--- src/rtl/uart_pkg.sv ---
// Shared types and helpers for the UART transmit arbiter.
package uart_pkg;

  localparam int unsigned UART_BYTE_W = 8;

  typedef enum logic [2:0] {
    ARB_IDLE,
    ARB_START,
    ARB_WAIT_BUSY,
    ARB_WAIT_DONE,
    ARB_HOLD
  } uart_arb_state_e;

  function automatic int unsigned uart_rr_next(input int unsigned idx, input int unsigned n);
    return (idx + 32'd1 >= n) ? 32'd0 : idx + 32'd1;
  endfunction

endpackage

--- src/rtl/uart_rr_pick.sv ---
// Rotating-priority picker: the search starts one past the last grant and
// wraps, so the most recent winner has the lowest priority.
module uart_rr_pick
  import uart_pkg::*;
#(
  parameter int unsigned NUM_REQ = 4
) (
  input  logic [NUM_REQ-1:0]         req,
  input  logic [$clog2(NUM_REQ)-1:0] last_grant,
  output logic [NUM_REQ-1:0]         gnt,
  output logic [$clog2(NUM_REQ)-1:0] gnt_id,
  output logic                       any
);

  localparam int unsigned ID_W = $clog2(NUM_REQ);

  logic [ID_W-1:0] idx;

  always_comb begin
    gnt    = '0;
    gnt_id = '0;
    any    = 1'b0;
    idx    = ID_W'(uart_rr_next(32'(last_grant), NUM_REQ));
    for (int k = 0; k < NUM_REQ; k++) begin
      if (!any && req[idx]) begin
        any      = 1'b1;
        gnt[idx] = 1'b1;
        gnt_id   = idx;
      end
      idx = ID_W'(uart_rr_next(32'(idx), NUM_REQ));
    end
  end

endmodule

--- src/rtl/uart_tx_arbiter.sv ---
// Shares one UART transmitter among NUM_REQ byte producers, round-robin,
// with optional packet lock so a multi-byte packet goes out uninterrupted.
module uart_tx_arbiter
  import uart_pkg::*;
#(
  parameter int unsigned NUM_REQ      = 4,
  parameter int unsigned BUSY_TIMEOUT = 16
) (
  input  logic                           clk,
  input  logic                           rst,
  input  logic [NUM_REQ-1:0]             req_valid,
  input  logic [NUM_REQ*UART_BYTE_W-1:0] req_data,
  input  logic [NUM_REQ-1:0]             req_last,
  output logic [NUM_REQ-1:0]             req_ready,
  output logic                           tx_start,
  output logic [UART_BYTE_W-1:0]         tx_data,
  input  logic                           tx_busy,
  output logic [$clog2(NUM_REQ)-1:0]     grant_id,
  output logic                           grant_active,
  output logic                           timeout_err
);

  localparam int unsigned ID_W  = $clog2(NUM_REQ);
  localparam int unsigned CNT_W = $clog2(BUSY_TIMEOUT);

  uart_arb_state_e        state_q, state_d;
  logic                   lock_q, lock_d;
  logic [ID_W-1:0]        last_q, last_d;
  logic [ID_W-1:0]        gid_q, gid_d;
  logic [UART_BYTE_W-1:0] data_q, data_d;
  logic [CNT_W-1:0]       cnt_q, cnt_d;

  logic [UART_BYTE_W-1:0] reqByte [NUM_REQ];
  logic [NUM_REQ-1:0]     pickGnt;
  logic [ID_W-1:0]        pickId;
  logic                   pickAny;

  for (genvar g = 0; g < NUM_REQ; g++) begin : g_bytes
    assign reqByte[g] = req_data[g*UART_BYTE_W +: UART_BYTE_W];
  end

  uart_rr_pick #(.NUM_REQ(NUM_REQ)) u_pick (
    .req        (req_valid),
    .last_grant (last_q),
    .gnt        (pickGnt),
    .gnt_id     (pickId),
    .any        (pickAny)
  );

  always_ff @(posedge clk) begin
    if (!rst) begin
      state_q <= ARB_IDLE;
      lock_q  <= 1'b0;
      last_q  <= ID_W'(NUM_REQ - 1);
      gid_q   <= '0;
      data_q  <= '0;
      cnt_q   <= '0;
    end else begin
      state_q <= state_d;
      lock_q  <= lock_d;
      last_q  <= last_d;
      gid_q   <= gid_d;
      data_q  <= data_d;
      cnt_q   <= cnt_d;
    end
  end

  // Ready never looks at tx_busy; the pointer moves only on IDLE accepts.
  always_comb begin
    state_d     = state_q;
    lock_d      = lock_q;
    last_d      = last_q;
    gid_d       = gid_q;
    data_d      = data_q;
    cnt_d       = cnt_q;
    req_ready   = '0;
    timeout_err = 1'b0;
    case (state_q)
      ARB_IDLE: begin
        if (pickAny) begin
          req_ready = pickGnt;
          data_d    = reqByte[pickId];
          gid_d     = pickId;
          last_d    = pickId;
          lock_d    = !req_last[pickId];
          state_d   = ARB_START;
        end
      end
      ARB_START: begin
        cnt_d   = '0;
        state_d = ARB_WAIT_BUSY;
      end
      ARB_WAIT_BUSY: begin
        if (tx_busy) begin
          state_d = ARB_WAIT_DONE;
        end else if (cnt_q == CNT_W'(BUSY_TIMEOUT - 1)) begin
          timeout_err = 1'b1;
          lock_d      = 1'b0;
          state_d     = ARB_IDLE;
        end else begin
          cnt_d = cnt_q + CNT_W'(1);
        end
      end
      ARB_WAIT_DONE: begin
        if (!tx_busy) state_d = lock_q ? ARB_HOLD : ARB_IDLE;
      end
      ARB_HOLD: begin
        req_ready[gid_q] = req_valid[gid_q];
        if (req_valid[gid_q]) begin
          data_d  = reqByte[gid_q];
          lock_d  = !req_last[gid_q];
          state_d = ARB_START;
        end
      end
      default: state_d = ARB_IDLE;
    endcase
  end

  assign tx_start     = (state_q == ARB_START);
  assign tx_data      = data_q;
  assign grant_id     = gid_q;
  assign grant_active = (state_q != ARB_IDLE);

endmodule

--- config.mk ---
export PLATFORM = sky130hd
export DESIGN_NAME = uart_tx_arbiter
export DESIGN_NICKNAME = d
export VERILOG_FILES = /design/src/rtl/uart_pkg.sv /design/src/rtl/uart_rr_pick.sv /design/src/rtl/uart_tx_arbiter.sv
export SDC_FILE = /design/constraint.sdc
export NUM_CORES = 1
export LEC_CHECK = 0
export CORE_MARGIN = 3
export CORE_UTILIZATION = 53
export CTS_CLUSTER_DIAMETER = 100
export DETAILED_ROUTE_END_ITERATION = 12
export PLACE_DENSITY = 0.91
export SLEW_MARGIN = 0
export SYNTH_ARGS = -nofsm -noshare
export SYNTH_HDL_FRONTEND = slang
export SYNTH_HIERARCHICAL = 1
export SYNTH_SLANG_ARGS = --single-unit
--- constraint.sdc ---
create_clock -name clk -period 5.15 [get_ports clk]
set_input_delay 0.515 -clock clk [delete_from_list [all_inputs] [get_ports clk]]
set_output_delay 0.515 -clock clk [all_outputs]
set_load 0.005 [all_outputs]
# Word level (Yosys, flattened, before mapping)
# Cells that the tools add are included.
# totals
in_bits,43
regBits,20
# classes
magnitude_cmp,17
n_bitwise,6
addsub,5
reduce_logical,23
muxes,69
n_eq_ne,12
# ops
op,n
2-to-1 mux 8 bit,6
binary-select mux 8 bit (select 2 bit),2
2-to-1 mux 4 bit,7
2-to-1 mux 1 bit,23
"greater-or-equal comparator 3 bit, second input constant",6
"< comparator 2 x 3 -> 1 bit, second input constant",6
2-to-1 mux 3 bit,6
2-to-1 mux 2 bit,8
case mux 4 bit (2 select lines),2
case mux 8 bit (2 select lines),1
case mux 3 bit (5 select lines),1
binary-select mux 1 bit (select 2 bit),7
"adder 2 x 1 -> 3 bit, second input constant",4
"!= test 2 bit, second input constant",6
bitwise OR 4 bit,3
demux 1 bit (select 2 bit),5
"greater-or-equal comparator 2 x 1 -> 1 bit, second input constant",5
logical AND 1 bit,8
"== test 3 x 2 -> 1 bit, second input constant",2
inverter 2 -> 3 bit,2
AND reduction 3 bit,2
nonzero test 3 bit,2
logical NOT 1 bit,5
AND reduction 5 bit,1
other kinds (11),12

# Depth between registers and ports, before layout
# depth
word_depth,22
depth_mapped,14

# Hierarchy
# The synthesis kept the hierarchy.
# modules_own_cells
mod,area_per_inst_um2,cells_each,n_inst
uart_tx_arbiter,1507.7,148,1
uart_rr_pick,757.0,110,1

# Worst setup path before layout
# Ideal clock, no wire load.
# synth_timing
kind,reg2reg
start,register last_q[0]
end,register lock_q
period_less_slack_ns,3.107
setup_time_ns,0.058
arrival_time_ns,3.049
setup_slack_ns,2.043
stages_incl_launch_ff,15
path_cell_list,dfxtp_1 > buf_6 > inv_1 > ha_1 > buf_2 > nor3_1 > a32oi_2 > a211oi_2 > nor3_1 > nor2_1 > clkbuf_1 > mux4_2 > o21bai_1 > o21ai_0 > o21a_1
# synth_between
elab_chain_len,21
# synth_rtl
item,line_no,source
start: declaration,uart_tx_arbiter.sv:28,"logic [ID_W-1:0] last_q, last_d;"
start signal: assignment,uart_tx_arbiter.sv:54,last_q <= ID_W'(NUM_REQ - 1);
start signal: assignment,uart_tx_arbiter.sv:61,last_q <= last_d;
adder 2 x 1 -> 3 bit (*),uart_pkg.sv:15,return (idx + 32'd1 >= n) ? 32'd0 : idx + 32'd1;
greater-or-equal comparator 3 bit,uart_pkg.sv:15,
2-to-1 mux 2 bit (*),uart_pkg.sv:15,
adder 2 x 1 -> 3 bit,uart_pkg.sv:15,
greater-or-equal comparator 3 bit,uart_pkg.sv:15,
2-to-1 mux 2 bit,uart_pkg.sv:15,
adder 2 x 1 -> 3 bit / binary-select mux 1 bit (select 2 bit) (equally long branches),"uart_pkg.sv:15, uart_rr_pick.sv:25",
greater-or-equal comparator 3 bit / 2-to-1 mux 1 bit (equally long branches),"uart_pkg.sv:15, uart_rr_pick.sv:25",
[6 not listed],--,
logical AND 1 bit,uart_rr_pick.sv:25,if (!any && req[idx]) begin
2-to-1 mux 2 bit (*),uart_rr_pick.sv:25,
via pickId[1],uart_tx_arbiter.sv:35,logic [ID_W-1:0] pickId;
binary-select mux 1 bit (select 2 bit) (*),uart_tx_arbiter.sv:85,lock_d = !req_last[pickId];
2-to-1 mux 1 bit (implied by the code) (*),uart_tx_arbiter.sv:85,
logical NOT 1 bit (*),uart_tx_arbiter.sv:85,
2-to-1 mux 1 bit (*),uart_tx_arbiter.sv:80,if (pickAny) begin
case mux 1 bit (3 select lines) (*),uart_tx_arbiter.sv:78,case (state_q)
end signal: assignment,uart_tx_arbiter.sv:60,lock_q <= lock_d;
end: declaration,uart_tx_arbiter.sv:27,"logic lock_q, lock_d;"
# Mark *: on every way through the listed nets, which the timed path passes. The rest lies on a longest branch. The select of a mux whose other input is x is not followed.
# A chain may end at the register's enable or synchronous reset.

# Worst setup path after layout
# layout_timing
start,register last_q[1]
end,output port req_ready[0]
# layout_between
elab_chain_len,20
# layout_rtl
item,line_no,source
adder 2 x 1 -> 3 bit (*),uart_pkg.sv:15,
greater-or-equal comparator 3 bit,uart_pkg.sv:15,
2-to-1 mux 2 bit (*),uart_pkg.sv:15,
adder 2 x 1 -> 3 bit,uart_pkg.sv:15,
greater-or-equal comparator 3 bit,uart_pkg.sv:15,
2-to-1 mux 2 bit,uart_pkg.sv:15,
adder 2 x 1 -> 3 bit,uart_pkg.sv:15,
greater-or-equal comparator 3 bit,uart_pkg.sv:15,
[5 not listed],--,
logical AND 1 bit (implied by the code),uart_rr_pick.sv:27,gnt[idx] = 1'b1;
2-to-1 mux 1 bit (implied by the code),uart_rr_pick.sv:27,
demux 1 bit (select 2 bit),--,
bitwise OR 4 bit (no line),--,
2-to-1 mux 4 bit (*),uart_rr_pick.sv:25,
via pickGnt[0],uart_tx_arbiter.sv:34,logic [NUM_REQ-1:0] pickGnt;
2-to-1 mux 4 bit (*),uart_tx_arbiter.sv:80,
case mux 4 bit (2 select lines) (*),uart_tx_arbiter.sv:78,
end: declaration,uart_tx_arbiter.sv:14,"output logic [NUM_REQ-1:0] req_ready,"
# Marks and branches as above.

==> impl_summary.md <==
Final layout
The combined area of the multi-input logic cells is about 1700 um^2. The layout overhead on the synthesized area is 26.5%. The fill cell total of the finished layout is about 310.

The count of nets after finishing is around 360. In the final layout, the share of cells above drive strength 1 is 10.6%. The register cell area after layout is roughly 400 um^2. The antenna diode count is 0.

Critical path
The number of cells on the worst reg-to-reg path is 12. The type of element capturing the critical path is an output pin. The startpoint class of the critical path is a flop.

The required time of the worst setup path is approximately 4600 ps. At the worst endpoint, the arrival time is between 3000 and 4000 ps. Of all nets on the critical path, the largest fanout is 20. The kind of critical path is flop to output pin.

Pwr
Total power for the finished layout comes to around 0.97 mW. The static power due to leakage is roughly 1.0 nW. Dividing total power by cell area gives a power density of between 300 and 400 nW/um^2. IR analysis of the VDD net gives a maximum drop of approximately 0.17 mV.

Clock network
CTS built an H-tree with a depth of 1. In this run the post-CTS setup repair buffer count came out at 0. In this run, CTS created clock tree buffers numbering 3.

The tree is rooted in a clkbuf_8. The total of hold buffers inserted after clock tree synthesis is 0. After clock tree synthesis, the clock-pin slew on the worst setup and hold paths is 70 ps. The TritonCTS clock tree is done. The clock reaches the later pin of the worst-skew pair after 250 ps. Clock tree synthesis found a total of 20 sinks. The count of cells resized by post-cts repair is 0. The longest clock path from root to sink contains 2 buffers.

Timing
Setup repair after global routing left no endpoint under its margin. The setup total negative slack is 0 ps. The hold violation count in the final report was 0. For the pin with the worst max-slew slack, the measured transition is about 1000 ps. The max-slew violation count came to 0. Headroom to the max-slew limit came out at between 30% and 40%. The final period demand of the worst path is between 3000 and 4000 ps. The final cycle utilization of the critical path is 75.9%. The worst hold margin is ~490 ps.

The final clock skew is between 1.5 and 2 ps. The highest attainable clock frequency is around 260 MHz. The final setup violation count is 0.

Die
The row count is 23. For this design the top-level I/O count stands at 60. The floorplan die width is about 71 um.

The initial core utilization is 55.8%. The placeable core region is slightly above 4000 um^2. The die boundary height is around 71 um. The die covers between 5000 and 6000 um^2.

Routing
The detailed-route vias per instance is about 6.4. For this block, the routed nets add up to between 5 and 6 mm of wire. Detailed routing inserted a total of between 2000 and 2500 vias.

The first TritonRoute pass finished after 5 iterations. For this run, design rule violations remaining after detail routing come to 0. The initial detailed-routing violation count is 258. In the final routed layout, each cell accounts on average for about 17 um. The detail route stage leaves a number of antenna-violating nets equal to 0.

Run
The number of max-cap violations is 0.

GRT
The overall fraction of global-route tracks in use is a little under a quarter. The number of antenna violations at the first check in global routing came to 0. The maximum number of pins on one net before global-route repair is 27. The via count of the first global-routing pass is 2023.

For this run the aggregate overflow at the end of global routing stands at 0. The first global-routing pass estimated ~9.4 mm of wire.

Place
Detailed placement finished with a half-perimeter wire length of 4.42 mm. The count of port buffers added during placement is ~60. Routability-driven placement finished with a final weighted congestion of approximately 0.9.

Status
The flow ran to the end, and the final reports show no timing, DRC or antenna violations.

Synthesis
The synthesized netlist net count is 310. The Yosys step of the flow raised 6 warnings. In this run, distinct cell masters in the synthesized netlist total 57. The average instance area after synthesis is between 8 and 9 um^2. The cell accounting for the most synthesized area is dfxtp_1.

The netlist area before placement is around 2300 um^2. Summing the sequential cell areas from Yosys gives 17.7% of the chip area. The fraction of registers with async set or reset after synthesis is 0%. The number of synthesized flops with an enable pin is 0. The synthesized netlist cell count is around 260. Counting instances in the post-synthesis netlist gives the leading cell types as nand2_1 (27), dfxtp_1 (20), o21ai_0 (19).

In the post-synthesis netlist, the biggest area contributors are dfxtp_1 (18%), mux4_2 (16%), ha_1 (5.0%), mux2i_1 (4.9%), nand2_1 (4.5%). In the post-synthesis netlist, the cell with the most instances is nand2_1. The post-synthesis sequential element count is 20. The area fraction of the dominant cell type after synthesis is between 10% and 20%.

The flip-flop cell with the highest count after synthesis is dfxtp_1.

Worst hold path
Counting instances, the worst hold path has a depth of 2. In this run the worst hold path is classified as flop to flop.
## per-stage QoR
step                      setup slack [ps]  cell area, um^2  util [%]  std cells
after floorplan                       2040             2260         -        258
after global placement                1610             2820      69.6        348
after detailed placement              1540             2820      69.6        348
after CTS                             1270             2870      70.6        351
after global routing                  1040             2870      70.6        351
final                                 1240             2870      70.6        351
## flip-flops by register name, indices dropped and copies added, names as in the netlist
name and cells:
tx_data 8, last_q 2, grant_id 2, cnt_q 4, state_q 3, lock_q 1
## area by class of cell
cell class	count	share of cell area (%)
clock buffer	3	1.44
inverter	10	1.31
multi-input combinational	206	59.7
sequential	20	14.0
tap	50	2.18
timing repair buffer	62	21.4
## report_power, final
group          total [mW]  switching [mW]  internal, mW  leakage, nW
Sequential          0.234          0.0480         0.186        0.165
Clock              0.0992          0.0472        0.0520       0.0216
Combinational       0.637           0.299         0.337        0.843
## layout by cell type, fill, tap and decap left out, drive strengths merged, types with 8 or more instances in the layout
cell type,instances
nand2,27
mux4,19
dfxtp,20
inv,10
nor2,13
ha,9
o21ai,21
nand3,8
clkdlybuf4s50,59
mux2i,11
a21oi,16
## worst max-delay path, stage by stage (launching register included)
cell and delay, ps:
dfxtp_1 490, inv_1 160, ha_1 720, xnor2_1 260
and3_4 240, o21bai_1 190, a2111o_1 420, a32o_1 230
clkdlybuf4s50_1 440
## worst paths after layout
| kind | start | to | slack, ps |
|---|---|---|---|
| max reg2reg | last_q[1]$_SDFFE_PN1P_ | lock_q$_SDFFE_PN0P_ | 1840 |
| min | cnt_q[3]$_SDFFE_PN0P_ | cnt_q[3]$_SDFFE_PN0P_ | 490 |
| min reg2reg | cnt_q[3]$_SDFFE_PN0P_ | cnt_q[3]$_SDFFE_PN0P_ | 490 |
| max | last_q[1]$_SDFFE_PN1P_ | req_ready[0] | 1240 |
## kinds of logic (layout without fill, tap and decap cells)
group	Yosys count	count (layout)	synth area share, %
buf+inv	32	75	7.24
xor+xnor	1	1	0.387
fa+ha+maj	9	9	4.97
simple gates	86	86	20.4
compound gates	77	77	23.2
flops	20	20	17.7
mux	33	33	26.1
## metal layers
metal	up-vias	track usage [%]	wire, um
li1	1083	-	-
met1	1045	28.5	2330
met2	112	40.4	3000
met3	6	4.49	453
met4	0	3.34	59
met5	-	0	0
(Power assumes the default switching activity.)
